## config.mk

```make
export PLATFORM = sky130hd
export DESIGN_NAME = microwave_ctrl
export DESIGN_NICKNAME = d
export VERILOG_FILES = /design/src/rtl/microwave_ctrl.sv
export SDC_FILE = /design/constraint.sdc
export NUM_CORES = 1
export LEC_CHECK = 0
export ABC_AREA = 1
export CAP_MARGIN = 10
export CORE_MARGIN = 1.5
export CORE_UTILIZATION = 61
export DETAILED_ROUTE_END_ITERATION = 8
export PLACE_DENSITY = 0.8
export SLEW_MARGIN = 40
export SYNTH_ARGS = -nofsm -noshare
export SYNTH_HDL_FRONTEND = slang
export SYNTH_SLANG_ARGS = --single-unit
export TNS_END_PERCENT = 5
```

## constraint.sdc

```tcl
create_clock -name clk -period 2.2 [get_ports clk]
set_input_delay 0.44 -clock clk [delete_from_list [all_inputs] [get_ports clk]]
set_output_delay 0.44 -clock clk [all_outputs]
set_load 0.05 [all_outputs]
```

## src/rtl/microwave_ctrl.sv

```systemverilog
// Microwave oven control FSM: IDLE/RUN/PAUSE/DONE with tick prescaler and beep timer.
// Define MICROWAVE_DOOR_INTERLOCK_EN to honour door_closed; otherwise the door is treated as always shut.
module microwave_ctrl #(
    parameter int unsigned TICK_DIV    = 50000000,
    parameter int unsigned BEEP_CYCLES = 100000000
) (
    input  logic       clk,
    input  logic       clear,
    input  logic       set,
    input  logic       start,
    input  logic       stop,
    input  logic       door_closed,
    input  logic       timer_zero,
    output logic       timer_load,
    output logic       timer_enable,
    output logic       timer_clearn,
    output logic       mag_on,
    output logic       beep,
    output logic [1:0] state
);

    typedef enum logic [1:0] {
        IDLE  = 2'd0,
        RUN   = 2'd1,
        PAUSE = 2'd2,
        DONE  = 2'd3
    } state_t;

    localparam int unsigned PW = $clog2(TICK_DIV);
    localparam int unsigned BW = (BEEP_CYCLES > 1) ? $clog2(BEEP_CYCLES) : 1;
    localparam logic [PW-1:0] PRESC_LAST = PW'(TICK_DIV - 1);
    localparam logic [BW-1:0] BEEP_LAST  = BW'(BEEP_CYCLES - 1);

    state_t        state_q, state_d;
    logic [PW-1:0] presc_q, presc_d;
    logic [BW-1:0] beep_q, beep_d;
    logic          load_q, load_d;
    logic          tick_q, tick_d;
    logic          clearn_q, clearn_d;
    logic          door;

`ifdef MICROWAVE_DOOR_INTERLOCK_EN
    assign door = door_closed;
`else
    logic door_closed_unused;
    assign door_closed_unused = door_closed;
    assign door = 1'b1;
`endif

    always_comb begin
        state_d  = state_q;
        presc_d  = presc_q;
        beep_d   = '0;
        load_d   = 1'b0;
        tick_d   = 1'b0;
        clearn_d = 1'b1;
        case (state_q)
            IDLE: begin
                if (set) begin
                    load_d = 1'b1;
                end else if (start && door && !timer_zero) begin
                    state_d = RUN;
                    presc_d = '0;
                end
            end
            RUN: begin
                // Prescaler only advances while staying in RUN so a pause holds the partial tick.
                if (timer_zero) begin
                    state_d = DONE;
                end else if (stop || !door) begin
                    state_d = PAUSE;
                end else if (presc_q == PRESC_LAST) begin
                    presc_d = '0;
                    tick_d  = 1'b1;
                end else begin
                    presc_d = presc_q + 1'b1;
                end
            end
            PAUSE: begin
                if (stop) begin
                    clearn_d = 1'b0;
                    state_d  = IDLE;
                end else if (start && door) begin
                    state_d = RUN;
                end
            end
            DONE: begin
                if (stop || beep_q == BEEP_LAST) begin
                    state_d = IDLE;
                end else begin
                    beep_d = beep_q + 1'b1;
                end
            end
            default: state_d = IDLE;
        endcase
    end

    always_ff @(posedge clk) begin
        if (clear) begin
            state_q  <= IDLE;
            presc_q  <= '0;
            beep_q   <= '0;
            load_q   <= 1'b0;
            tick_q   <= 1'b0;
            clearn_q <= 1'b0;
        end else begin
            state_q  <= state_d;
            presc_q  <= presc_d;
            beep_q   <= beep_d;
            load_q   <= load_d;
            tick_q   <= tick_d;
            clearn_q <= clearn_d;
        end
    end

    assign state        = state_q;
    assign mag_on       = (state_q == RUN);
    assign beep         = (state_q == DONE);
    assign timer_enable = tick_q && (state_q == RUN);
    assign timer_load   = load_q;
    assign timer_clearn = clearn_q;

endmodule
```

# == Word-level counts from Yosys, hierarchy flattened ==
# Index checks and enable logic that the tools add are counted.
# W data, S select, Z words.
# word_totals
ff_bits,58
input_bits,7
out_inout_bits,7
word_cells,52
# op_classes
add_sub_neg,2
eq_ne,12
mux,18
bitwise_logic,3
n_reduce_logical,11
# ops
op,n
$mux W26,5
$pmux W26 S2,1
$add A27 B1 Y27 const B,1
$eq A27 B27 Y1 const B,1
$add A26 B1 Y26 const B,1
$eq A26 B26 Y1 const B,1
$mux W2,7
$reduce_and A5 Y1,2
$ne A2 B2 Y1 const B,4
$pmux W2 S4,1
$ne A3 B3 Y1 const B,2
$eq A2 B2 Y1 const B,2
$mux W1,4
$reduce_or A4 Y1,1
$not A1 Y1,3
$reduce_or A3 Y1,1
$eq A2 B1 Y1 const B,1
$logic_and A1 B1 Y1,2
$logic_not A2 Y1,1
$ne A2 B1 Y1 const B,1
$reduce_bool A2 Y1,1
$reduce_or A2 Y1,1
$logic_not A1 Y1,1
$logic_or A1 B1 Y1,1

# == Logic depth before layout (Yosys ltp) ==
# Gate-level depths: netlist of run 1.
# depth
ltp_word,5
depth_mapped,11
depth_no_buf,10

# == Worst setup path after synthesis of run 1 ==
# Ideal clock, no wire load.
# synth_timing
path_type,reg-to-output
startpoint,register state_q[0] (netlist: state[0])
endpoint,output port timer_enable
arrival_ns,1.874
t_required_ns,1.760
slack_ns,-0.114
stages_incl_launch_ff,5
path_buffers,0
cell_sequence,dfxtp_1 inv_2 nor2_8 inv_1 nor2_1
# synth_between
elab_chain_cells,2
# synth_lines
element,line,source
from (decl),34,"state_t state_q, state_d;"
from (signal assigned),107,state_q <= state_d;
$eq A2 B1 Y1,--,
named net mag_on,17,"output logic mag_on,"
$logic_and A1 B1 Y1,119,assign timer_enable = tick_q && (state_q == RUN);
to (decl),15,"output logic timer_enable,"
# The timed path passes the listed nets, and every way through them passes these cells.

# == Worst setup path after layout of run 1 ==
# layout_timing
startpoint,register state_q[0] (netlist: state[0])
endpoint,output port state[0]
# layout_lines
element,line,source
to (decl),19,output logic [1:0] state
# No word-level cell between the ends.

==> summary.md, run 1 <==
| Metric | Value |
|---|---|
| R2R Path End | presc_q[13] |
| Gpl congestion | 0.911 |
| Vias in the first global route | 2,969 |
| CP arrival | roughly 1.7 ns |
| Minimum clock period | 2.10 ns |
| CP Max Fanout | 7 |
| Worst-skew pair later-pin latency | 0.35 ns |
| Setup TNS | 0 ns |
| CTS tree | done |
| Register bit total from synthesis | a little under 60 |
| Largest area contributor in the netlist | dfxtp_1 |
| Main combinational cell family by area after synthesis | simple AND/OR/NAND/NOR gates |
| 1st-iter DRT viols | 300 |
| Die area | 0.00583 mm^2 |
| Startpoint types | flop |
| Detailed Place HPWL | 5.24 mm |
| WL per Instance | about 12 um |
| Synth warn | 0 |
| Final nets | 524 |
| Post-Synth Adder-Cell Area | 0.00762 |
| Yosys top cell area share | 0.354 |
| Max-slew violations | 0 |
| CTS max path bufs | 2 |
| Post-Syn Instances | 494 |
| Worst path cell trace | clkdlybuf4s50_1 |
| Setup Fix Bufs, Post-CTS | 0 |
| Detailed Routing Iterations Pass 1 | 5 |
| Peak supply drop | 0.00109 V |
| Syn Nets | ~500 |
| CTS clock-pin slew for the worst setup and hold paths | approximately 0.07 ns |
| Synth-to-layout area growth | 13.2% |
| Worst Setup End Kind | output port |
| Worst slew margin | 0.662 |
| # IOs | 14 |
| Post-synthesis xor/xnor area fraction | 0.0480 |
| Site Rows | 26 |
| Core area | 0.00514 mm^2 |
| Clock sink count | 58 |
| Setup CP Type | reg -> out |
| Delay of the slowest cell on the worst path | ~0.85 ns |
| Top post-synthesis cells by area | dfxtp_1 35%, nand2_1 13%, nor2_1 12%, inv_1 6.3%, nand3_1 5.8% |
| CTS Hold Bufs | 0 |
| Die width | 76.4 um |
| Fmax | around 0.48 GHz |
| Initial antenna violation count | 0 |
| Layout cells sized above 1 | 0.102 |
| Worst-margin pin slew | a little over 0.5 ns |
| Initial core utilization | 0.639 |
| Total GRT Usage | 0.278 |
| Commonest non-fill, non-tap cells in the layout | 114 x nand2_1, 105 x nor2_1, 58 x dfxtp_1 |
| RSZ-0062 raised after global routing | no |
| HP Class | reg -> reg |
| Status | completed |
| CTS buffer count | 9 |
| Die height | 76.4 um |
| Largest net degree at the start of global routing | 29 |
| Netlist Area Pre-Place | 0.00328 mm^2 |
| Register area share after synthesis | 0.354 |
| Setup crit start | state[0] |
| Diode count | 0 |
| Power density cells | 777 mW/mm^2 |
| Max Cap Viol | 0 |
| Synth Area in Compound Gates | 0.0556 |
| Synth Area in Simple Gates | 0.450 |
| First-pass GRT wire length | 13.0 mm |
| Design Area, Final | approximately 0.0037 mm^2 |
| CP max stage cell | clkdlybuf4s50_1 |
| CP delay by family, top | buffers and inverters |
| WHS | between 0.4 and 0.5 ns |
| Final hold violation count | 0 |
| Mux share of post-synthesis cell area | 0 |
| Total gr overflow | 0 |
| Reg2reg start | presc_q[1] |
| Via count | 3,124 |
| Crit path depth | 1 |
| Fin crit share | 0.955 |
| Cell variety after synth | 40 |
| Setup Skew | 0.0113 ns |
| FF-to-FF setup slack | 0.38 ns |
| Antenna Nets Post-Route | 0 |
| Avg Cell Area, Syn | 6.65 um^2 |
| P_leak | 0.00131 uW |
| WP data required | around 1.8 ns |
| R2R cell count | 10 |
| Critical Path End | state[0] |
| # setup viols final | 0 |
| Worst path bufs/invs | 1 |
| Detailed Route WL | 7.33 mm |
| DRC Markers | 0 |
| H-tree Lvls | 3 |
| Area after DPL | roughly 0.0035 mm^2 |
| Clock root buffer | clkbuf_8 |
| Port bufs | 12 |
| Post-DR vias/cell | roughly 5.3 |
| Commonest non-fill, non-tap cell in the layout | nand2_1 |
| CTS resizes | 0 |
-- layer usage --
layer  vias up  global-route usage  part of all wire  routed length (um)
li1       1607                   -                 -                   -
met1      1412               0.367              0.49                3570
met2        96               0.442              0.44                3230
met3         9              0.0778             0.061                 444
met4         0              0.0815             0.012                  90
met5         -                   0                 0                   0
-- cells in the mapped netlist (all sizes together) --
cell and number:
inv 57, nand3b 4, buf 6, xnor2 4, nand3 44, and3 1, nor4 1, clkbuf 1
ha 2, nand2 121, nor2b 1, nor3 9, or2 3, xor2 14, o21ai 11, nor3b 3
o22ai 1, nor2 116, a21oi 19, nand4 15, o21bai 3, dfxtp 58
-- cell type report --
cell class / count / area [um^2]
well taps: 70 / 87.6
fillers: 466 / 1420
inverters: 57 / 216
clock buffers: 12 / 145
repair buffers: 17 / 163
clock inverters: 4 / 98.8
multi-input cells: 372 / 1850
flip-flops and latches: 58 / 1160
-- sequential cells by signal, indices dropped and copies added (netlist names) --
| name | cells |
|---|---|
| timer_load | 1 |
| tick_q | 1 |
| beep_q | 27 |
| timer_clearn | 1 |
| presc_q | 26 |
| state | 2 |
-- how the worst min path moves through the flow --
stage,start,to,cells after the start
6_report,beep_q[0],beep_q[0],1
3_5_place_dp,beep_q[0],beep_q[0],1
5_1_grt,beep_q[23],beep_q[23],2
4_1_cts,beep_q[0],beep_q[0],1
3_3_place_gp,beep_q[0],beep_q[0],1
2_1_floorplan,beep_q[0],beep_q[0],1
-- kinds of logic (layout without fill, tap and decap cells) --
family                   count (synthesis)  after routing
buffers and inverters                   64             90
XOR/XNOR                                18             18
AO/OA/AOI/OAI                           34             34
AND/OR/NAND/NOR                        318            318
flip-flops                              58             58
adder cells (fa/ha/maj)                  2              2
-- metrics by stage --
stage	util	setup WS, ns	cells	power, uW
2_1_floorplan	-	0.102	494	1560
3_3_place_gp	0.676	0.227	574	1680
3_5_place_dp	0.676	0.170	574	1690
4_1_cts	0.723	0.105	590	2900
5_1_grt	0.723	0.0570	590	2990
6_report	0.723	0.0991	590	2890
-- report_power, final --
group	switching, uW	internal [uW]	total, uW
Clock	437	786	1220
Combinational	397	166	563
Sequential	26.5	1080	1100
Total	860	2030	2890
No activity file was read; power rests on OpenSTA's default activity.
==> run 2, diff against run 1 <==
Settings changed: CORE_ASPECT_RATIO set to 0.5, CORE_UTILIZATION 61 to 40, PLACE_DENSITY 0.8 to unset.
==> run 2 against run 1 <==
- sequential share of layout area is 0.67 points lower
- critical path type unchanged
- critical path depth did not move
- cell area up 2.2%
- routed wire length down 0.98%
- fmax decreased by 0.59%
==> summary.md, run 2 (synthesis gave the netlist of run 1 again) <==
| Metric | Value |
|---|---|
| Status | completed |
| CP max stage cell | clkdlybuf4s50_1 |
| Fin crit share | 0.961 |
| Power density cells | 759 mW/mm^2 |
| FF-to-FF setup slack | 0.35 ns |
| Largest net degree at the start of global routing | 28 |
| Met3 wire length | 248 um |
| Max Cap Viol | 0 |
| Total GRT Usage | 0.179 |
| Setup TNS | 0 ns |
| Worst Min Path Start | beep_q[0] |
| Detailed Route WL | 7.25 mm |
| Detailed Routing Iterations Pass 1 | 5 |
| Setup Skew | 0.00702 ns |
| Sequential share of power | 0.384 |
| CTS clock-pin slew for the worst setup and hold paths | 0.05 ns |
| Worst slack at placement | roughly 0.15 ns |
| Worst-skew pair later-pin latency | 0.33 ns |
| Die width | 131 um |
| DRC Markers | 0 |
| Port bufs | 12 |
| Diode count | 0 |
| Vias in the first global route | 2,646 |
| Max-slew violations | 0 |
| Delay of the slowest cell on the worst path | between 0.8 and 0.9 ns |
| Reg2reg start | presc_q[1] |
| Initial antenna violation count | 0 |
| Total power | 2880 uW |
| Fmax | 0.473 GHz |
| CP Max Fanout | 7 |
| Core area | 0.00797 mm^2 |
| Worst path cell trace | clkdlybuf4s50_1 |
| Via count | 2,967 |
| Post-DR vias/cell | 4.69 |
| Total gr overflow | 0 |
| Biggest register | beep_q |
| Hold path endpoint | beep_q[0] |
| Final hold violation count | 0 |
| Final nets | 525 |
| Initial core utilization | 0.412 |
| Setup Fix Bufs, Post-CTS | 0 |
| R2R Path End | presc_q[10] |
| Die height | roughly 67 um |
| CP delay by family, top | buffers and inverters |
| Combinational power share | 0.200 |
| Antenna Nets Post-Route | 0 |
| Commonest non-fill, non-tap cells in the layout | 114 x nand2_1, 105 x nor2_1, 58 x dfxtp_1 |
| # fillers | 845 |
| HP Class | reg -> reg |
| CTS buffer count | 9 |
| Max reg flops | 27 |
| Worst path bufs/invs | 1 |
| Minimum clock period | 2.11 ns |
| Clock Power Share | 0.416 |
| CP arrival | 1.67 ns |
| # setup viols final | 0 |
| Switch share | 0.308 |
| WL per Instance | around 11 um |
| Uppermost layer routed | met4 |
| Peak supply drop | 0.000437 V |
| WP data required | 1.76 ns |
| H-tree Lvls | 3 |
| DRT met1 WL | 3.79 mm |
| Worst-margin pin slew | 0.505 ns |
| Worst Setup End Kind | output port |
| # IOs | 14 |
| WHS | approximately 0.46 ns |
| Startpoint types | flop |
| P_sw | between 800 and 900 uW |
| Met2 WL | 3.16 mm |
| CTS Hold Bufs | 0 |
| Final Non-Filler Cells | 632 |
| Site Rows | 23 |
| Commonest non-fill, non-tap cell in the layout | nand2_1 |
| PnR worst setup slack | 0.0866 ns |
| CTS max path bufs | 2 |
| Internal power | 2000 uW |
| Clock sink count | 58 |
| Cells after DPL | ~620 |
| Hold depth | 1 |
| CTS resizes | 0 |
| Clock root buffer | clkbuf_16 |
| First-pass GRT wire length | 12.3 mm |
| RSZ-0062 raised after global routing | no |
| Synth-to-layout area growth | 15.7% |
| P_leak | between 0.001 and 0.0015 uW |
| Gpl congestion | slightly below 0.9 |
| CTS tree | done |
| Layout cells sized above 1 | 0.102 |
| Worst slew margin | 0.662 |
| 1st-iter DRT viols | 254 |
| Setup CP Type | reg -> out |
| R2R cell count | 10 |
| Die area | 0.00879 mm^2 |
| Detailed Place HPWL | around 5.3 mm |
[run 2: changes by cell type in the layout (fill, tap and decap cells not counted)]
cell       previous run  this run
clkbuf_8             10         0
buf_12                1         2
clkinv_4              1         0
clkinv_2              0         4
bufinv_16             3         0
clkbuf_16             0         9
[run 2: through the flow]
step	area, um^2	util
2_1_floorplan	3290	-
3_3_place_gp	3550	0.445
3_5_place_dp	3550	0.445
4_1_cts	3800	0.477
5_1_grt	3800	0.477
6_report	3800	0.477
[run 2: power groups by stage]
stage	logic, uW	clock network (uW)	registers, uW
global placement	578	0	1130
CTS	581	1240	1110
global route	622	1280	1110
detailed placement	578	0	1130
finish	576	1200	1110
floorplan	346	0	1220
[run 2: per-layer routing]
metal | up-vias | GRT usage
met5 | - | 0
met4 | 0 | 0.0716
met3 | 7 | 0.0578
met2 | 29 | 0.286
met1 | 1319 | 0.227
li1 | 1612 | -
[run 2: worst max-delay path by stage]
| stage | start | endpoint | slack [ns] | depth (start not counted) |
|---|---|---|---|---|
| global route | state[0] | state[0] | 0.05 | 1 |
| detailed placement | timer_zero | presc_q[8] | 0.15 | 7 |
| floorplan | state[0] | timer_enable | 0.10 | 4 |
| global placement | timer_zero | presc_q[13] | 0.19 | 7 |
| CTS | state[0] | state[0] | 0.09 | 1 |
| finish | state[0] | state[0] | 0.09 | 1 |
[run 2: area by class of cell]
cell class / instances / area [um^2] / share of cell area
Timing Repair Buffer: 18 / 183 / 0.0481
Inverter: 57 / 216 / 0.0570
Multi-Input combinational cell: 372 / 1850 / 0.486
Clock buffer: 11 / 233 / 0.0613
Tap cell: 112 / 140 / 0.0369
Sequential cell: 58 / 1160 / 0.306
Clock inverter: 4 / 20.0 / 0.00527
==> patch 1: new RTL, flow settings as in run 1 <==
The parameter `BEEP_CYCLES` goes from 100000000 to 200000000.
--- a/src/rtl/microwave_ctrl.sv
+++ b/src/rtl/microwave_ctrl.sv
@@ -3,5 +3,5 @@
 module microwave_ctrl #(
     parameter int unsigned TICK_DIV    = 50000000,
-    parameter int unsigned BEEP_CYCLES = 100000000
+    parameter int unsigned BEEP_CYCLES = 200000000
 ) (
     input  logic       clk,
Function: same outputs for any inputs over 10 cycles, from zero or initial values; that may be too few to reach the edited logic, so the function may still have changed.
==> patch 1 against run 1 <==
- area after synthesis is 2.0% higher
- sequential cell count is 1 higher
- utilization is 0.25 points lower
- setup slack improved by 0.023 ns
- final area grew 0.91%
- critical path depth stayed put
- wire length up 8.5%
- combinational power shrank 3%
- total power decreased by 4.6%
- maximum frequency grew 1.1%
- critical path type unchanged
==> patch 1: results (changes against run 1) <==
* Outcome: complete, no violations
* Port buffer count at 12 (unchanged)
* CTS Buf Count at 9 (unchanged)
* Mapped Cells at 533 (+7.9%)
* Crit path max-delay family: buffers and inverters
* Global route total overflow at 0 (unchanged)
* Antenna fix cells at 0 (unchanged)
* Fin nets at 564 (+7.6%)
* Worst Setup SP: state[0]
* Cts repair resizes at 0 (unchanged)
* Cell Count, Final, Fillers Out at 630 (+6.8%)
* Wire per inst at 12.62 um (+1.6%)
* Clock skew at 0.008789 ns (-0.002536 ns)
* Vias/cell at 5.344 (+0.94%)
* Clock H-tree levels at 3 (unchanged)
* Clock latency on the worst-skew pair at 0.35 ns (about the same)
* Hold path startpoint: beep_q[26]
* Detailed placement HPWL at 5890 um (+12%)
* Netlist cell types at 35 (-13%)
* Synth top cells by count: nand2_1, nor2_1, inv_1
* Share of layout cells above drive strength 1 at 7.679% (-2.5 points)
* Total track usage at 28.71% (+0.94 points)
* Initial antenna violation count at 0 (unchanged)
* Pre-CTS setup slack at 0.09821 ns (-0.07141 ns)
* Leakage at 1.353 nW (+3.4%)
* R2r startpoint: beep_q[0]
* CP max-delay cell: clkdlybuf4s50_1
* CTS Root Cell: clkbuf_8
* Clk buf depth at 2 (unchanged)
* Post-Place Cells at 614 (+7.0%)
* CP max stage delay at 0.85 ns (about the same)
* First-pass GRT wire length at 13540 um (+4.1%)
* Share of the synthesized area in the top cell type at 35.26% (-0.10 points)
* Starting DRT DRC Count at 279 (-7.0%)
* Largest net degree at the start of global routing at 29 (unchanged)
* Ys Warns at 0 (unchanged)
* Worst-path fanout max at 7 (unchanged)
* Gpl congestion at 0.9457 (+3.8%)
* Max IR drop VDD at 0.5153 mV (-53%)
* Mapped Nets at 542 (+7.8%)
* Area contributors post-synth: dfxtp_1, nand2_1, nor2_1
* Largest register FFs at 28 (+3.7%)
* Detailed Routing Iterations Pass 1 at 5 (unchanged)
* Slew Limit Headroom at 61.95% (-4.3 points)
* Vias in the first global route at 2961 (-0.27%)
* Hold/Removal Path Class: reg -> reg
* Clock Pin Slew Worst Setup and Hold Paths at 0.07 ns (about the same)
* Top reg by flops: beep_q
* Post-CTS Setup Bufs at 0 (unchanged)
* Asr flop ratio synth at 0% (unchanged)
* Sequential-to-total area share from yosys stat at 35.26% (-0.10 points)
* CP arrival at 1.64 ns (-0.02 ns)
* Filler cells at 460 (-1.3%)
==> patch 1: power by group <==
| group | switching [mW] | leakage, nW | total (mW) | internal (mW) |
|---|---|---|---|---|
| registers | 0.0328 | 0.476 | 1.13 | 1.10 |
| logic | 0.390 | 0.776 | 0.544 | 0.155 |
| clock network | 0.451 | 0.101 | 1.08 | 0.632 |
==> patch 1: kinds of logic after synthesis <==
group / synth area share (%)
AO/OA/AOI/OAI: 6.985
XOR/XNOR: 3.661
adder cells (fa/ha/maj): 0.7470
buffers and inverters: 9.450
flip-flops: 35.26
AND/OR/NAND/NOR: 43.89
==> patch 1: metal layers <==
layer  share of wire [%]  track usage [%]
met4                 1.4            10.36
met3                 5.9            5.595
met2                  42            40.44
met1                  51            42.98
met5                   0                0
==> patch 1: cell type report <==
cell class	count	area [um2]	share of cell area, %
Clock buffer	9	123.9	3.302
Clock inverter	7	92.59	2.468
Inverter	69	259.0	6.905
Multi-Input combinational cell	399	1852	49.37
Sequential cell	59	1181	31.49
Tap cell	70	87.58	2.335
Timing Repair Buffer	17	155.1	4.136
==> patch 1: per-stage QoR <==
| stage | instance area [um2] | util [%] | power [mW] |
|---|---|---|---|
| finish | 3751 | 72.07 | 2.756 |
| global route | 3751 | 72.07 | 2.870 |
| CTS | 3749 | 72.02 | 2.768 |
| detailed placement | 3532 | 67.86 | 1.691 |
| global placement | 3532 | 67.86 | 1.682 |
| floorplan | 3349 | - | 1.551 |
==> patch 1: final timing paths <==
check,end,cells after the start,slack (ns)
max,state[0],1,0.12
min reg2reg,beep_q[26],2,0.46
min,beep_q[26],2,0.46
max reg2reg,beep_q[2],8,0.25
==> patch 2: new RTL, config.mk and constraints of run 1 <==
Without the edit above. Add an input register stage for `clear`, `set`, `start`, `stop` and `timer_zero`; this delays them by one clock. The other inputs are not delayed to match.
--- a/src/rtl/microwave_ctrl.sv
+++ b/src/rtl/microwave_ctrl.sv
@@ -32,4 +32,18 @@
     localparam logic [BW-1:0] BEEP_LAST  = BW'(BEEP_CYCLES - 1);
 
+    logic clear_q;
+    logic set_q;
+    logic start_q;
+    logic stop_q;
+    logic timer_zero_q;
+
+    always_ff @(posedge clk) begin
+        clear_q      <= clear;
+        set_q        <= set;
+        start_q      <= start;
+        stop_q       <= stop;
+        timer_zero_q <= timer_zero;
+    end
+
     state_t        state_q, state_d;
     logic [PW-1:0] presc_q, presc_d;
@@ -57,7 +71,7 @@
         case (state_q)
             IDLE: begin
-                if (set) begin
+                if (set_q) begin
                     load_d = 1'b1;
-                end else if (start && door && !timer_zero) begin
+                end else if (start_q && door && !timer_zero_q) begin
                     state_d = RUN;
                     presc_d = '0;
@@ -66,7 +80,7 @@
             RUN: begin
                 // Prescaler only advances while staying in RUN so a pause holds the partial tick.
-                if (timer_zero) begin
+                if (timer_zero_q) begin
                     state_d = DONE;
-                end else if (stop || !door) begin
+                end else if (stop_q || !door) begin
                     state_d = PAUSE;
                 end else if (presc_q == PRESC_LAST) begin
@@ -78,13 +92,13 @@
             end
             PAUSE: begin
-                if (stop) begin
+                if (stop_q) begin
                     clearn_d = 1'b0;
                     state_d  = IDLE;
-                end else if (start && door) begin
+                end else if (start_q && door) begin
                     state_d = RUN;
                 end
             end
             DONE: begin
-                if (stop || beep_q == BEEP_LAST) begin
+                if (stop_q || beep_q == BEEP_LAST) begin
                     state_d = IDLE;
                 end else begin
@@ -97,5 +111,5 @@
 
     always_ff @(posedge clk) begin
-        if (clear) begin
+        if (clear_q) begin
             state_q  <= IDLE;
             presc_q  <= '0;
Function: changed (a bounded check fails within 4 cycles, from zero or initial values).
==> patch 2 against run 1 <==
- sequential cell count is 5 higher
- via count is 2.0% higher
- setup slack better by 0.013 ns
- final area is 0.98% higher
- area after synthesis is 2.9% higher
- cell count is 4.9% higher
- wire length is 2.7% lower
- largest cell class unchanged
Power is not compared: it rests on default switching activity, and its combinational part moved more than twofold at a synthesized area within 25%.
==> patch 2: results (changes against run 1) <==
* Outcome: complete, no violations
* Clock skew at 0.007199 ns (-0.004125 ns)
* Die area at 0.005992 mm2 (+2.7%)
* Crit path to: state[1]
* Met2 wire len at 3698 um (+15%)
* Routed wl met3 at 225 um (-49%)
* Total track usage at 25.80% (-2.0 points)
* Met2 Usage GRT at 46.40% (+2.2 points)
* Area contributors post-synth: dfxtp_1, nand2_1, nor2_1
* Clk sinks at 63 (+8.6%)
* Pre-CTS setup slack at 0.3643 ns (+0.1947 ns)
* Worst-margin pin slew at 0.5012 ns (-0.004071 ns)
* Largest net degree at the start of global routing at 24 (-17%)
* Share of layout cells above drive strength 1 at 8.015% (-2.2 points)
* Met1 Use GR at 27.82% (-8.9 points)
* ClkCell Share at 5.433% (-1.1 points)
* Worst setup margin at 0.1119 ns (+0.01279 ns)
* WL met1 at 3057 um (-14%)
* Min Hold Slack at 0.4687 ns (+0.005487 ns)
* Worst R2R Path Depth at 11 (+1)
* # clk buffers at 9 (-3)
* Cts repair resizes at 1 (+1)
* First-pass GRT wire length at 12360 um (-4.9%)
* Detailed placement HPWL at 5322 um (+1.6%)
* DR vias at 3187 (+2.0%)
* Gpl congestion at 0.8949 (-1.8%)
* Filler cells at 450 (-3.4%)
* Cell Count, Final, Fillers Out at 619 (+4.9%)
* Area Overhead vs Synth at 11.15%
* Vias in the first global route at 2949 (-0.67%)
* Area of the multi-input gates at 0.001803 mm2 (-2.3%)
* R2R setup slack at 0.42 ns (+0.04 ns)
patch 2: cell count changes after synthesis, sizes merged, moves of 3 or more:
cell / before / now
nor3: 9 / 13
xor2: 14 / 6
nand4: 15 / 12
dfxtp: 58 / 63
inv: 57 / 64
nor2: 116 / 121
a21oi: 19 / 16
nand2: 121 / 142
patch 2: power breakdown:
| part | total [mW] | internal [mW] | switching, mW |
|---|---|---|---|
| registers | 1.17 | 1.15 | 0.0132 |
| clock network | 1.02 | 0.534 | 0.490 |
| logic | 0.149 | 0.0450 | 0.104 |
patch 2: kinds of logic (layout without fill, tap and decap cells):
group / count (synthesis) / in the layout / share of synthesized area (%)
xor gates and xnor gates: 12 / 12 / 3.112
and+or+nand+nor: 341 / 341 / 43.87
adders and majority gates: 2 / 2 / 0.7409
buffers and inverters: 73 / 98 / 9.336
AOI/OAI and AO/OA: 33 / 33 / 5.595
DFF: 63 / 63 / 37.35
